===== src/rtl/mc_pkg.sv =====
// Purpose : shared command codes, FSM state encodings and size defaults for memory_controller.
// Latency : n/a (declarations only).
// Backpressure: n/a.
package mc_pkg;

    localparam int MC_DATA_W = 8;
    localparam int MC_ADDR_W = 6;

    typedef enum logic [2:0] {
        CMD_IDLE  = 3'b000,
        CMD_PROC  = 3'b001,
        CMD_TRANS = 3'b010,
        CMD_STORE = 3'b100
    } mc_cmd_e;

    typedef enum logic [2:0] {
        ST_IDLE    = 3'd0,
        ST_STORE   = 3'd1,
        ST_RD_ADDR = 3'd2,
        ST_RD_DATA = 3'd3,
        ST_DONE    = 3'd4,
        ST_HOLD    = 3'd5
    } mc_state_e;

    // Any code outside the four legal commands behaves exactly like idle.
    function automatic mc_cmd_e decode_cmd(input logic [2:0] raw);
        mc_cmd_e cmd;
        case (raw)
            3'b100:  cmd = CMD_STORE;
            3'b010:  cmd = CMD_TRANS;
            3'b001:  cmd = CMD_PROC;
            default: cmd = CMD_IDLE;
        endcase
        return cmd;
    endfunction

endpackage


===== src/rtl/mc_mem.sv =====
// Purpose : 2^ADDR_W x DATA_W single-port RAM, synchronous write, registered synchronous read.
// Latency : read data valid one cycle after re_i; write lands on the same edge.
// Backpressure: none; the owner never issues a read and a write together.
// Ports   : clk_i clock; we_i/re_i strobes; addr_i shared address; wdata_i write word;
//           rdata_o read word (holds its value while re_i is low).
module mc_mem
    import mc_pkg::*;
#(
    parameter int DATA_W = MC_DATA_W,
    parameter int ADDR_W = MC_ADDR_W
) (
    input  logic              clk_i,
    input  logic              we_i,
    input  logic              re_i,
    input  logic [ADDR_W-1:0] addr_i,
    input  logic [DATA_W-1:0] wdata_i,
    output logic [DATA_W-1:0] rdata_o
);

    logic [DATA_W-1:0] mem_q [0:(1<<ADDR_W)-1];
    logic [DATA_W-1:0] rdata_q;

    // Storage is deliberately not reset.
    always_ff @(posedge clk_i) begin
        if (we_i) begin
            mem_q[addr_i] <= wdata_i;
        end
        if (re_i) begin
            rdata_q <= mem_q[addr_i];
        end
    end

    assign rdata_o = rdata_q;

endmodule


===== src/rtl/memory_controller.sv =====
// Purpose : job-based controller: stores a block of words, then hands them out one per transfer command.
// Latency : store takes one word per cycle, mc_done one cycle after the last word; transfer
//           pulses mc_done two cycles after the 010 command is sampled.
// Backpressure: mc_data_in_ready is high only in STORE while words of the job remain.
// Ports   : mc_clk/mc_reset_n clock and async active-low reset; ctrl_data_contition command;
//           mc_data_length job size; mc_data_in/_valid/_ready input stream; procc_done from the
//           processing unit; mc_done/mc_data_done status; mc_reg_out/mc_reg_valid outgoing word.
module memory_controller
    import mc_pkg::*;
#(
    parameter int DATA_W = MC_DATA_W,
    parameter int ADDR_W = MC_ADDR_W
) (
    input  logic              mc_clk,
    input  logic              mc_reset_n,
    input  logic [2:0]        ctrl_data_contition,
    input  logic [ADDR_W-1:0] mc_data_length,
    input  logic [DATA_W-1:0] mc_data_in,
    input  logic              mc_data_in_valid,
    output logic              mc_data_in_ready,
    input  logic              procc_done,
    output logic              mc_done,
    output logic              mc_data_done,
    output logic [DATA_W-1:0] mc_reg_out,
    output logic              mc_reg_valid
);

    // Pointers and length carry one extra bit so a full job never wraps a compare.
    mc_state_e         state_q, state_d;
    mc_cmd_e           start_cmd_q, start_cmd_d;
    mc_cmd_e           cmd;
    logic [ADDR_W:0]   len_q, len_d;
    logic [ADDR_W:0]   wr_ptr_q, wr_ptr_d;
    logic [ADDR_W:0]   rd_ptr_q, rd_ptr_d;
    logic [DATA_W-1:0] reg_out_q, reg_out_d;
    logic              reg_valid_q, reg_valid_d;

    logic              mem_we, mem_re;
    logic [ADDR_W-1:0] mem_addr;
    logic [DATA_W-1:0] mem_rdata;

    mc_mem #(
        .DATA_W (DATA_W),
        .ADDR_W (ADDR_W)
    ) u_mem (
        .clk_i   (mc_clk),
        .we_i    (mem_we),
        .re_i    (mem_re),
        .addr_i  (mem_addr),
        .wdata_i (mc_data_in),
        .rdata_o (mem_rdata)
    );

    always_comb begin
        cmd              = decode_cmd(ctrl_data_contition);
        state_d          = state_q;
        start_cmd_d      = start_cmd_q;
        len_d            = len_q;
        wr_ptr_d         = wr_ptr_q;
        rd_ptr_d         = rd_ptr_q;
        reg_out_d        = reg_out_q;
        reg_valid_d      = reg_valid_q;
        mem_we           = 1'b0;
        mem_re           = 1'b0;
        mem_addr         = rd_ptr_q[ADDR_W-1:0];
        mc_data_in_ready = 1'b0;
        mc_done          = 1'b0;

        if (cmd == CMD_IDLE) begin
            // Idle aborts whatever is running; job length and pointers survive.
            state_d     = ST_IDLE;
            reg_valid_d = 1'b0;
        end else begin
            case (state_q)
                ST_IDLE: begin
                    if (cmd == CMD_STORE) begin
                        len_d       = {1'b0, mc_data_length};
                        wr_ptr_d    = '0;
                        rd_ptr_d    = '0;
                        reg_valid_d = 1'b0;
                        start_cmd_d = cmd;
                        state_d     = ST_STORE;
                    end else if (cmd == CMD_TRANS) begin
                        start_cmd_d = cmd;
                        if (rd_ptr_q < len_q) begin
                            mem_re  = 1'b1;
                            state_d = ST_RD_ADDR;
                        end else begin
                            reg_valid_d = 1'b0;
                            state_d     = ST_DONE;
                        end
                    end
                end
                ST_STORE: begin
                    mem_addr         = wr_ptr_q[ADDR_W-1:0];
                    mc_data_in_ready = (wr_ptr_q < len_q);
                    if (mc_data_in_valid && mc_data_in_ready) begin
                        mem_we   = 1'b1;
                        wr_ptr_d = wr_ptr_q + 1'b1;
                    end
                    // Leaves on the edge of the last write, or at once for an empty job.
                    if (wr_ptr_d == len_q) begin
                        state_d = ST_DONE;
                    end
                end
                ST_RD_ADDR: begin
                    state_d = ST_RD_DATA;
                end
                ST_RD_DATA: begin
                    reg_out_d   = mem_rdata;
                    reg_valid_d = 1'b1;
                    rd_ptr_d    = rd_ptr_q + 1'b1;
                    state_d     = ST_DONE;
                end
                ST_DONE: begin
                    mc_done = 1'b1;
                    state_d = ST_HOLD;
                end
                ST_HOLD: begin
                    // A held command must change before another operation may start.
                    if (cmd != start_cmd_q) begin
                        state_d = ST_IDLE;
                    end
                end
                default: begin
                    state_d = ST_IDLE;
                end
            endcase
        end
    end

    always_ff @(posedge mc_clk or negedge mc_reset_n) begin
        if (!mc_reset_n) begin
            state_q     <= ST_IDLE;
            start_cmd_q <= CMD_IDLE;
            len_q       <= '0;
            wr_ptr_q    <= '0;
            rd_ptr_q    <= '0;
            reg_out_q   <= '0;
            reg_valid_q <= 1'b0;
        end else begin
            state_q     <= state_d;
            start_cmd_q <= start_cmd_d;
            len_q       <= len_d;
            wr_ptr_q    <= wr_ptr_d;
            rd_ptr_q    <= rd_ptr_d;
            reg_out_q   <= reg_out_d;
            reg_valid_q <= reg_valid_d;
        end
    end

    // Gated by reset so the flag stays low while reset is held.
    assign mc_data_done = mc_reset_n && (cmd == CMD_PROC) && (rd_ptr_q == len_q)
                          && (procc_done || (len_q == '0));
    assign mc_reg_out   = reg_out_q;
    assign mc_reg_valid = reg_valid_q;

endmodule


===== config.mk =====
export PLATFORM = sky130hd
export DESIGN_NAME = memory_controller
export DESIGN_NICKNAME = d
export VERILOG_FILES = /design/src/rtl/mc_pkg.sv /design/src/rtl/mc_mem.sv /design/src/rtl/memory_controller.sv
export SDC_FILE = /design/constraint.sdc
export NUM_CORES = 1
export LEC_CHECK = 0
export CORE_MARGIN = 2
export CORE_UTILIZATION = 52
export DETAILED_ROUTE_END_ITERATION = 8
export GPL_TIMING_DRIVEN = 0
export PLACE_DENSITY_LB_ADDON = 0.15
export SYNTH_ARGS = -nofsm -noshare
export SYNTH_HDL_FRONTEND = slang
export SYNTH_HIERARCHICAL = 1
export SYNTH_SLANG_ARGS = --single-unit
export TNS_END_PERCENT = 1

===== constraint.sdc =====
create_clock -name mc_clk -period 5.85 [get_ports mc_clk]
set_clock_uncertainty 0.15 [all_clocks]
set_input_delay 1.17 -clock mc_clk [delete_from_list [all_inputs] [get_ports mc_clk]]
set_output_delay 1.17 -clock mc_clk [all_outputs]
set_load 0.005 [all_outputs]

==> metrics.md <==
| Metric | Value |
|---|---|
| GRT busiest layer | `met2` |
| Seq cells post-synth | `roughly 560` |
| CTS sink cnt | `about 560` |
| Worst-case clock buffer depth | `3` |
| Via count | `approximately 14000` |
| Total negative setup slack | `-1.74 ns` |
| Gpl congestion | `a little under 1` |
| Internal power | `approximately 6.9 mW` |
| CTS buffer count | `56` |
| Part of the power in the clock network | `a little over a third` |
| Met3 Usage GRT | `between 6 and 7%` |
| Net Switching | `between 2 and 3 mW` |
| Worst Setup SP | `ctrl_data_contition[0]` |
| Total grt overflow | `0` |
| Kind of critical path | `in -> reg` |
| Synthesized area per cell | `roughly 16 um^2` |
| Crit end category | `register` |
| Buffers on Ports | `29` |
| Relative slew slack | `23.0%` |
| Logic pwr share | `between 10% and 20%` |
| Period minus WS final | `5.92 ns` |
| Core Box Area | `between 40000 and 50000 um^2` |
| Fin nets | `between 1500 and 2000` |
| Yosys cell types | `80` |
| Worst min path class | `reg -> reg` |
| Max-Cap Viols | `0` |
| Die W | `between 200 and 250 um` |
| Post-CTS Setup Bufs | `0` |
| Die height | `~210 um` |
| Most common cell after layout, fill and taps aside | `edfxtp_1` |
| Vias in the first global route | `around 14000` |
| Max VDD drop | `roughly 320 uV` |
| Reg2Reg Launch Point | `state_q[2]` |
| CTS root buffer | `clkbuf_16` |
| Slew Viols, Final | `0` |
| Main synth FF type | `edfxtp_1` |
| Post-route cell area | `between 20000 and 30000 um^2` |
| RSZ-0062 raised after global routing | `true` |
| Fillers | `around 3300` |
| Leakage Power | `~8.4 nW` |
| DR iter-0 viols | `1900` |
| Sequential power share | `between 40% and 50%` |
| I/O pin count | `33` |
| Total Wirelength | `approximately 65 mm` |
| Worst EP required | `a little under 6 ns` |
| Vias per cell | `6.49` |
| Fmax | `~170 MHz` |
| Status | `finished, violations left` |
| Number of synthesized flops with an enable pin | `between 500 and 600` |
| Clk_lat worst skew | `roughly 0.61 ns` |
| ANT nets after route | `0` |
| Initial antenna violation count | `2` |
| Post-Syn Nets | `about 1500` |
| Wire per inst | `30.0 um` |
| Mapped Cells | `around 1400` |
| Worst-Margin Slew | `~1.2 ns` |
| Row cnt | `76` |
| Die area | `45700 um^2` |
| DRT Pass-1 Iters | `5` |
| CTS resizes | `12` |
| DRC viols | `0` |
| Hold path startpoint | `u_mem/rdata_o[7]` |
| Starting Density | `52.9%` |
| Fraction of registers with async set/reset | `between 6 and 7%` |
| Met1 Use GR | `39.1%` |
| M2 GR Usage | `46.7%` |
| Clock transition at the registers of the reported paths | `~0.060 ns` |
| Commonest cells after routing, fill and taps aside | `520 x edfxtp_1, 114 x nand2_1, 76 x nor2_1` |
| Synth Warn # | `6` |
| CP Launch Type | `input port` |
| Mapped Area | `approximately 23000 um^2` |
| Area Growth Syn to Fin | `13.0%` |
| Pwr dens | `~370 nW/um^2` |
| Ratio of cells with drive above 1 in the final layout | `between 10% and 20%` |
| Multi-input combinational cell area | `~6000 um^2` |
| Seq/Total Area, Yosys | `72.1%` |
| H-tree lvl count | `2` |
| DP Wirelength | `roughly 44 mm` |
| First-pass GRT wire length | `94.1 mm` |
| GRT Total Usage | `roughly 29%` |
| Switching share of power | `between 20 and 30%` |
| Dpl ws | `-0.965 ns` |
| Failing checks | `negative setup slack` |
| TritonCTS clock tree | `done` |
| Setup slack after layout | `-0.0697 ns` |
| Cts hold-fix bufs | `0` |
| Placed cell area | `24000 um^2` |
| Period utilisation layout | `101%` |
| Crit path max fanout | `10` |
| Largest net degree at the start of global routing | `between 40 and 50` |
| Critical path arrival | `~6 ns` |
| Final Hold Vio Count | `0` |
| Reg area | `between 15000 and 20000 um^2` |
| Final setup fails | `around 50` |
power groups by stage:
stage | combinational (mW) | sequential, mW | clock [mW]
after floorplan | 0.980 | 4.57 | 0
final | 1.68 | 4.50 | 3.40
after detailed placement | 1.64 | 4.58 | 0
after global routing | 1.77 | 4.51 | 3.59
after global placement | 1.61 | 4.59 | 0
after CTS | 1.65 | 4.50 | 3.44
Yosys cell counts (all sizes together) (5+ instances only):
cell     instances  area share, %
nor4             9           0.27
dfrtp           35            3.8
nand4            5           0.14
a21o             5           0.16
xor2             7           0.27
a21oi           34           0.76
o221ai          10           0.38
a221o           11           0.48
and2            11           0.31
a211o            5           0.19
o22ai           22           0.60
edfxtp         520             68
nor3             7           0.20
nand3           16           0.35
nand3b          12           0.39
and4            11           0.43
xnor2            8           0.34
o21ai           31           0.74
mux4            41            4.0
a31oi           18           0.49
o2bb2ai          7           0.27
clkbuf          41           0.72
inv             14           0.23
mux2            14           0.69
a211oi           7           0.28
nor2           104            1.7
a22o            12           0.46
or3b             5           0.19
o31ai            8           0.26
nand2          116            1.9
nand2b          26           0.71
ha              13           0.71
a22oi           41            1.3
a221oi          21           0.80
and3            11           0.30
o22a            12           0.46
mux2i           65            2.8
nor2b           11           0.30
a32oi            8           0.31
buf             52            1.3
layout make-up:
type	instances	area share [%]
inverters	14	0.203
well taps	585	2.83
clock buffers	78	5.98
flip-flops and latches	555	63.8
plain buffers	93	1.78
diodes	1	0.00968
multi-input cells	787	23.1
repair buffers	37	1.60
clock inverters	23	0.706
worst max-delay path: stages:
cell and delay (ns):
clkbuf_1 0.33, o21ai_0 0.19, o21ai_2 0.18, or3_1 0.15, buf_2 0.19, buf_2 0.25, nand2_1 0.08, nand2_1 0.08
buf_6 0.16, buf_6 0.20, nor2b_1 0.19, clkbuf_1 0.63, buf_1 0.64, nand2_1 0.66, nor2_1 0.87
registers in the layout, summed over array words and instances, names as in the netlist:
name           flops
start_cmd_q        3
rd_ptr_q           7
mc_reg_out         8
state_q            3
u_mem/mem_q      512
u_mem/rdata_o      8
mc_reg_valid       1
wr_ptr_q           7
len_q              6
per-layer routing:
| layer | vias up | part of all wire [%] |
|---|---|---|
| met5 | - | 0.020 |
| met4 | 2 | 4.2 |
| met3 | 161 | 10 |
| met2 | 865 | 47 |
| met1 | 7131 | 38 |
| li1 | 5942 | - |
cells by family (layout without fill, tap and decap cells):
| kind of cell | after synthesis | count (layout) | share of synthesized area [%] |
|---|---|---|---|
| buffers and inverters | 107 | 245 | 2.24 |
| XOR/XNOR | 15 | 15 | 0.607 |
| multiplexers | 120 | 120 | 7.57 |
| AND/OR/NAND/NOR | 364 | 364 | 7.90 |
| other | 0 | 1 | 0 |
| flip-flops | 555 | 555 | 72.1 |
| adder cells (fa/ha/maj) | 13 | 13 | 0.711 |
| AO/OA/AOI/OAI | 275 | 275 | 8.90 |
final timing paths:
| kind | end | slack [ns] | cells after the start |
|---|---|---|---|
| max in group asynchronous | len_q[1] | 4.49 | 1 |
| min in group asynchronous | wr_ptr_q[5] | 0.52 | 1 |
| min reg2reg | mc_reg_out[7] | 0.28 | 2 |
| min | mc_reg_out[7] | 0.28 | 2 |
| max | u_mem/mem_q[2][2] | -0.07 | 15 |
| max reg2reg | u_mem/mem_q[12][1] | 0.31 | 14 |
metrics by stage:
step                      util (%)  hold WS, ns  power, mW  instances
final                         59.8        0.283       9.57       2173
after global routing          59.8        0.301       9.86       2172
after CTS                     59.6        0.287       9.58       2172
after detailed placement      55.5        0.276       6.22       2071
after global placement        55.2        0.275       6.20       2063
after floorplan                  -        0.265       5.55       1449
(Power assumes the default switching activity.)
